[src/rtl/fp64_pkg.sv]
// Shared constants and the stage-1 pipeline record for the FP64 normalize/round stage.
// Flag vectors are ordered {overflow, underflow, inexact, zero}.
package fp64_pkg;

    localparam int WIDTH    = 107;
    localparam int CNT_W    = 7;
    localparam int EXP_IN_W = 13;
    localparam int EXP_W    = 11;
    localparam int MAN_W    = 52;

    localparam int BIAS     = 1023;
    localparam int EXP_MAX  = 2047;

    localparam int OVF = 3;
    localparam int UNF = 2;
    localparam int INX = 1;
    localparam int ZRO = 0;

    // The normalized sum has its leading one at bit WIDTH-1, with the fraction directly below it.
    typedef struct packed {
        logic [WIDTH-1:0]          sh;
        logic signed [EXP_IN_W:0]  e;
        logic                      sign;
        logic                      invalid;
        logic                      special;
        logic [63:0]               special_val;
    } s1_reg_t;

endpackage

[src/rtl/fp_rne_round.sv]
// Round-to-nearest-even on a 52-bit fraction, with exponent bump when the fraction wraps.
module fp_rne_round
    import fp64_pkg::*;
(
    input  logic [MAN_W-1:0]         frac,
    input  logic                     guard,
    input  logic                     sticky,
    input  logic signed [EXP_IN_W:0] e,
    output logic [MAN_W-1:0]         frac_rnd,
    output logic signed [EXP_IN_W:0] e_rnd,
    output logic                     inexact
);

    logic           round_up;
    logic [MAN_W:0] frac_sum;

    // Ties go up only when that makes the fraction even.
    assign round_up = guard & (sticky | frac[0]);
    assign frac_sum = {1'b0, frac} + {{MAN_W{1'b0}}, round_up};
    assign frac_rnd = frac_sum[MAN_W-1:0];
    assign e_rnd    = e + {{EXP_IN_W{1'b0}}, frac_sum[MAN_W]};
    assign inexact  = guard | sticky;

endmodule

[src/rtl/fp_norm_round.sv]
// Two-stage normalize (with one-bit LZA correction) and RNE round/pack to binary64.
// Stage 1 left-normalizes the sum; stage 2 rounds, range-checks and selects the result.
module fp_norm_round
    import fp64_pkg::*;
(
    input  logic                    clock,
    input  logic                    reset,
    input  logic                    in_valid,
    output logic                    in_ready,
    input  logic [WIDTH-1:0]        in_sum,
    input  logic                    in_sign,
    input  logic [EXP_IN_W-1:0]     in_exp,
    input  logic [CNT_W-1:0]        in_zero_cnt,
    input  logic                    in_invalid,
    input  logic                    in_special,
    input  logic [63:0]             in_special_val,
    output logic                    out_valid,
    input  logic                    out_ready,
    output logic [63:0]             out_result,
    output logic [3:0]              out_flags
);

    localparam logic signed [EXP_IN_W:0] E_OVF  = (EXP_IN_W+1)'(EXP_MAX);
    localparam logic signed [EXP_IN_W:0] E_ZERO = '0;

    // Handshake: a beat moves on every edge where valid & ready. A stage loads when it is
    // empty or its contents leave this edge, so in_ready depends only on stage occupancy
    // and out_ready, never on in_valid.
    logic    s1_valid, s2_valid;
    logic    s1_adv, s2_adv;
    s1_reg_t s1_d, s1_q;

    assign s2_adv    = ~s2_valid | out_ready;
    assign s1_adv    = ~s1_valid | s2_adv;
    assign in_ready  = s1_adv;
    assign out_valid = s2_valid;

    logic [WIDTH-1:0] sh0;
    logic [CNT_W:0]   lz;

    always_comb begin
        sh0 = in_sum << in_zero_cnt;
        s1_d = '0;
        // The anticipator may undershoot by one; a clear top bit means one more shift.
        if (sh0[WIDTH-1]) begin
            s1_d.sh = sh0;
            lz      = {1'b0, in_zero_cnt};
        end else begin
            s1_d.sh = sh0 << 1;
            lz      = {1'b0, in_zero_cnt} + {{CNT_W{1'b0}}, 1'b1};
        end
        s1_d.e = {in_exp[EXP_IN_W-1], in_exp} + (EXP_IN_W+1)'(1)
               - {{(EXP_IN_W-CNT_W){1'b0}}, lz};
        s1_d.sign        = in_sign;
        s1_d.invalid     = in_invalid;
        s1_d.special     = in_special;
        s1_d.special_val = in_special_val;
    end

    logic [MAN_W-1:0]         frac_rnd;
    logic signed [EXP_IN_W:0] e_rnd;
    logic                     inexact;

    fp_rne_round u_round (
        .frac     (s1_q.sh[WIDTH-2 -: MAN_W]),
        .guard    (s1_q.sh[WIDTH-2-MAN_W]),
        .sticky   (|s1_q.sh[WIDTH-3-MAN_W:0]),
        .e        (s1_q.e),
        .frac_rnd (frac_rnd),
        .e_rnd    (e_rnd),
        .inexact  (inexact)
    );

    logic [63:0] res_d;
    logic [3:0]  flg_d;

    always_comb begin
        res_d = '0;
        flg_d = '0;
        if (s1_q.special) begin
            res_d = s1_q.special_val;
        end else if (s1_q.invalid) begin
            flg_d[ZRO] = 1'b1;
        end else if (e_rnd >= E_OVF) begin
            res_d      = {s1_q.sign, {EXP_W{1'b1}}, {MAN_W{1'b0}}};
            flg_d[OVF] = 1'b1;
            flg_d[INX] = 1'b1;
        end else if (e_rnd <= E_ZERO) begin
            // No subnormal output: anything below the normal range flushes to signed zero.
            res_d      = {s1_q.sign, 63'd0};
            flg_d[UNF] = 1'b1;
            flg_d[ZRO] = 1'b1;
            flg_d[INX] = 1'b1;
        end else begin
            res_d      = {s1_q.sign, e_rnd[EXP_W-1:0], frac_rnd};
            flg_d[INX] = inexact;
        end
    end

    always_ff @(posedge clock) begin
        if (reset) begin
            s1_valid   <= 1'b0;
            s2_valid   <= 1'b0;
            s1_q       <= '0;
            out_result <= '0;
            out_flags  <= '0;
        end else begin
            if (s1_adv) begin
                s1_valid <= in_valid;
                if (in_valid) s1_q <= s1_d;
            end
            if (s2_adv) begin
                s2_valid <= s1_valid;
                if (s1_valid) begin
                    out_result <= res_d;
                    out_flags  <= flg_d;
                end
            end
        end
    end

endmodule
[config.mk]
export PLATFORM = sky130hd
export DESIGN_NAME = fp_norm_round
export DESIGN_NICKNAME = d
export VERILOG_FILES = /design/src/rtl/fp64_pkg.sv /design/src/rtl/fp_rne_round.sv /design/src/rtl/fp_norm_round.sv
export SDC_FILE = /design/constraint.sdc
export NUM_CORES = 1
export LEC_CHECK = 0
export ABC_AREA = 0
export CORE_MARGIN = 2
export CORE_UTILIZATION = 30
export CTS_CLUSTER_DIAMETER = 80
export CTS_CLUSTER_SIZE = 25
export DETAILED_ROUTE_END_ITERATION = 10
export DONT_BUFFER_PORTS = 1
export HOLD_SLACK_MARGIN = 0.05
export SYNTH_ARGS = -nofsm -noshare
export SYNTH_HDL_FRONTEND = slang
export SYNTH_HIERARCHICAL = 1
export SYNTH_SLANG_ARGS = --single-unit
export TNS_END_PERCENT = 30
[constraint.sdc]
create_clock -name clock -period 5.6 [get_ports clock]
set_input_delay 0.56 -clock clock [delete_from_list [all_inputs] [get_ports clock]]
set_output_delay 0.56 -clock clock [all_outputs]
set_load 0.01 [all_outputs]
==> out/results.txt <==
The run finished with clean final reports. The count of input and output buffers was 0; the aggregate global-route resource usage was 0.2281. The clock slew seen by the registers of the worst setup and hold paths was 100 ps; the routability congestion estimate from global placement was 1.013. The largest delay contributor family on the critical path is simple AND/OR/NAND/NOR gates.

Setup violations remaining at the end of the flow were counted as 0. The run gives 0.235 as the clock group share of total power. Synthesis produced 2346 cells. The first global-routing pass estimated 118500 um of wire. The first detailed-routing pass ran for 6 iterations.

Across the routed clock network, the largest skew measured is 38.64 ps. Average cell area after synthesis: 8.369 um2. The path class of the tightest hold or removal check is in -> reg. The logs give 0 for the total count of hold-check failures in the final report and 0 for the sum of overflow across all layers after global routing. In this design, the stage delay of the slowest critical-path cell is 560 ps.

The initialized floorplan defines 93 standard-cell rows. Sort of element at the start of the critical path: a register. The number of global-route vias before repair was 17.94k; the count of antenna-violating nets left after detailed routing was 0. The tools report the count of max-cap constraint violations as 0.

After layout, the minimum clock period comes to 5452 ps. The net count of the mapped netlist is 2571. For the CTS H-tree depth, the log shows 1. The run gives 0.3040 as the effective utilization at floorplan. Maximum clock rate: 183.4 MHz. The slowest stage of the critical path belongs to the cell or4_4. Sequential element share of the synthesized area: 0.2621. In the routed design, unresolved DRC markers number 0. Of all nets on the critical path, the largest fanout is 10. By startpoint and endpoint, the worst setup path is classified as reg -> reg.

The library cell used most frequently in the layout, excluding fill and tap cells, is nand2_1. Using the TritonRoute via totals, the vias-per-cell ratio works out to 6.103. VDD sags by at most 0.1533 mV. The power per unit of standard cell area is 239.7 nW/um2. The number of flops mapped to enable cells by yosys works out to 0. For this design the total switching power over the nets is 1.867 mW. The combinational power share was 0.344; the utilization of the core after routing was 0.3266. The final routed wire length divided by cell count is 26.23 um, and the sequential fraction of design power is 0.421. The share of synthesized registers carrying an async set or reset works out to 0. The layout cell share with drive strength beyond 1 was 0.1605. Fill cells in the final layout number 6703.

The repair_antennas step left the layout with diodes totalling 0. TritonCTS built the clock tree. From left edge to right edge, the die measures 259.8 um. The tools report the normalized max-slew margin as 0.2481. The total half-perimeter wirelength after legalization and detailed placement came out at 61500 um. The clock reaches the later pin of the worst-skew pair after 510 ps. The vertical die dimension is 259.8 um, and the maximum number of pins on one net before global-route repair is 186. The number of buffers created by CTS was 15; the required time of the critical path was 6000 ps.

STA classifies the critical path endpoint as a register. The area taken by multi-input logic gates was 13630 um2; the I/O pin total was 268. In the final design database the tool counted 2451 nets.

The floorplan step defined a die boundary enclosing 67500 um2. After synthesis, the netlist uses 73 different library cells. Number of register bits inferred by synthesis: 257. Library cell used as clock root buffer: clkbuf_16. The library cells used most frequently in the layout, excluding fill and tap cells, are nand2_1 (316), nor2_1 (257), dfxtp_1 (255), a21oi_1 (138), nor3_1 (120). The run gives 5 as the initial antenna violation count.

Summed over all cells, the static leakage comes to 7.712 nW. At the pin with the least slew margin, the transition time is 1125 ps. For this block, the initial DRC count from the detailed router was 1772. Final-report max-slew violation count: 0. By instance count, the cell type seen most on the critical path is nand4_1. The post-placement cell count is 3055, and the signal arrival time at the worst endpoint is 5850 ps.

Number of sinks handled by clock tree synthesis: 257. The area of the mapped netlist came out at 19630 um2. In the final layout, flip-flops and latches occupy 5147 um2. The internal portion of the total power is 3.191 mW.

Among all flip-flop cells after synthesis, the most frequent one is dfxtp_1. The fraction of the cycle the final worst path needs was 0.9736; the detailed-route via count was 18.83k. Non-filler instance count after layout: 3085. The run gives 3 as the deepest clock path buffer count.

After detailed routing, the total wire length is 80920 um. The Yosys step of the flow raised 6 warnings. The proportion of total power due to net switching is 0.3691.

The area growth from synthesis to layout was 7.450%. After floorplanning, the core was sized to cover 64580 um2. Count of buffering cells on the critical path with inverters included: 4.
flip-flops by register name, summed over array words and instances (netlist names):
signal      count
out_flags       4
out_result     64
out_valid       1
s1_q          187
s1_valid        1
metrics by stage:
step,TNS (ps),hold WS (ps),setup WS [ps],instance area [um2],power (mW)
after floorplan,0,425.4,394.6,19630,3.277
after global placement,0,436.3,0.2891,20340,3.740
after detailed placement,-3412,443.8,-111.0,20340,3.759
final,0,111.7,148.1,21100,5.057
after CTS,0,101.0,48.78,20850,4.974
after global routing,-323.1,87.63,-53.18,21100,5.274
cell type report:
type / count / share of cell area
Multi-Input combinational cell: 1841 / 0.6462
Sequential cell: 257 / 0.2440
Tap cell: 855 / 0.05071
Timing Repair Buffer: 73 / 0.03078
Clock buffer: 17 / 0.01910
Inverter: 38 / 0.006821
Clock inverter: 4 / 0.002372
power groups by stage:
stage / sequential (mW) / clock [mW] / combinational, mW
floorplan: 2.11 / 0 / 1.16
global placement: 2.16 / 0 / 1.58
detailed placement: 2.17 / 0 / 1.59
CTS: 2.12 / 1.22 / 1.63
global route: 2.15 / 1.29 / 1.84
finish: 2.13 / 1.19 / 1.74
synth_stat cells (5+ instances only):
master / number / area share
nand2_1: 318 / 0.061
nor2_1: 259 / 0.050
dfxtp_1: 257 / 0.26
clkbuf_1: 145 / 0.028
a21oi_1: 138 / 0.035
nor3_1: 122 / 0.031
mux2i_1: 118 / 0.060
mux4_2: 112 / 0.13
mux2_2: 87 / 0.050
a221oi_1: 85 / 0.038
o21ai_0: 82 / 0.021
o22ai_1: 48 / 0.015
a221o_1: 47 / 0.024
nand3_1: 45 / 0.011
xor2_1: 42 / 0.019
inv_1: 36 / 0.0069
xnor2_1: 31 / 0.014
nand4_1: 28 / 0.0089
ha_1: 26 / 0.017
buf_1: 25 / 0.0048
buf_2: 25 / 0.0064
a211oi_1: 22 / 0.0084
nor4_1: 18 / 0.0057
a22oi_1: 17 / 0.0065
nor4_2: 17 / 0.011
and3_1: 16 / 0.0051
a31oi_1: 15 / 0.0048
o211ai_1: 14 / 0.0054
and4_1: 12 / 0.0054
o221ai_1: 11 / 0.0049
and2_1: 9 / 0.0029
buf_4: 9 / 0.0034
nand2b_1: 9 / 0.0029
a21o_1: 8 / 0.0031
or2_2: 7 / 0.0022
a22o_1: 6 / 0.0027
buf_6: 6 / 0.0034
a2111oi_0: 5 / 0.0022
o21bai_1: 5 / 0.0019
cell families (layout without fill, tap and decap cells):
family	count (synthesis)	count (layout)	synth area share
multiplexers	317	317	0.2385
XOR/XNOR	73	73	0.03257
flip-flops	257	257	0.2621
adder cells (fa/ha/maj)	27	27	0.01759
AND/OR/NAND/NOR	875	875	0.2023
AO/OA/AOI/OAI	549	549	0.1939
buffers and inverters	248	132	0.05302
routing by layer:
layer	global-route usage	routed length, um	up-vias
met3	0.04708	7096	112
met5	0	61	-
met2	0.3596	36260	884
met4	0.05907	2129	10
li1	-	-	8575
met1	0.3157	35380	9248
worst paths after layout:
| check | end | cells after the start | slack (ps) | start |
|---|---|---|---|---|
| max | out_result[1] | 26 | 150 | s1_q[89] |
| min | s1_q[64] | 1 | 110 | reset |
| max reg2reg | out_result[1] | 26 | 150 | s1_q[89] |
| min reg2reg | s1_q[87] | 2 | 460 | s1_q[87] |
what timing repair did:
action	in CTS	in global routing
resized for setup	5	28
setup buffers	2	2
hold buffers	0	0
cloned	1	4
pin swaps	1	8
setup endpoints to repair	40	54
Power figures use the tool's default switching activity.
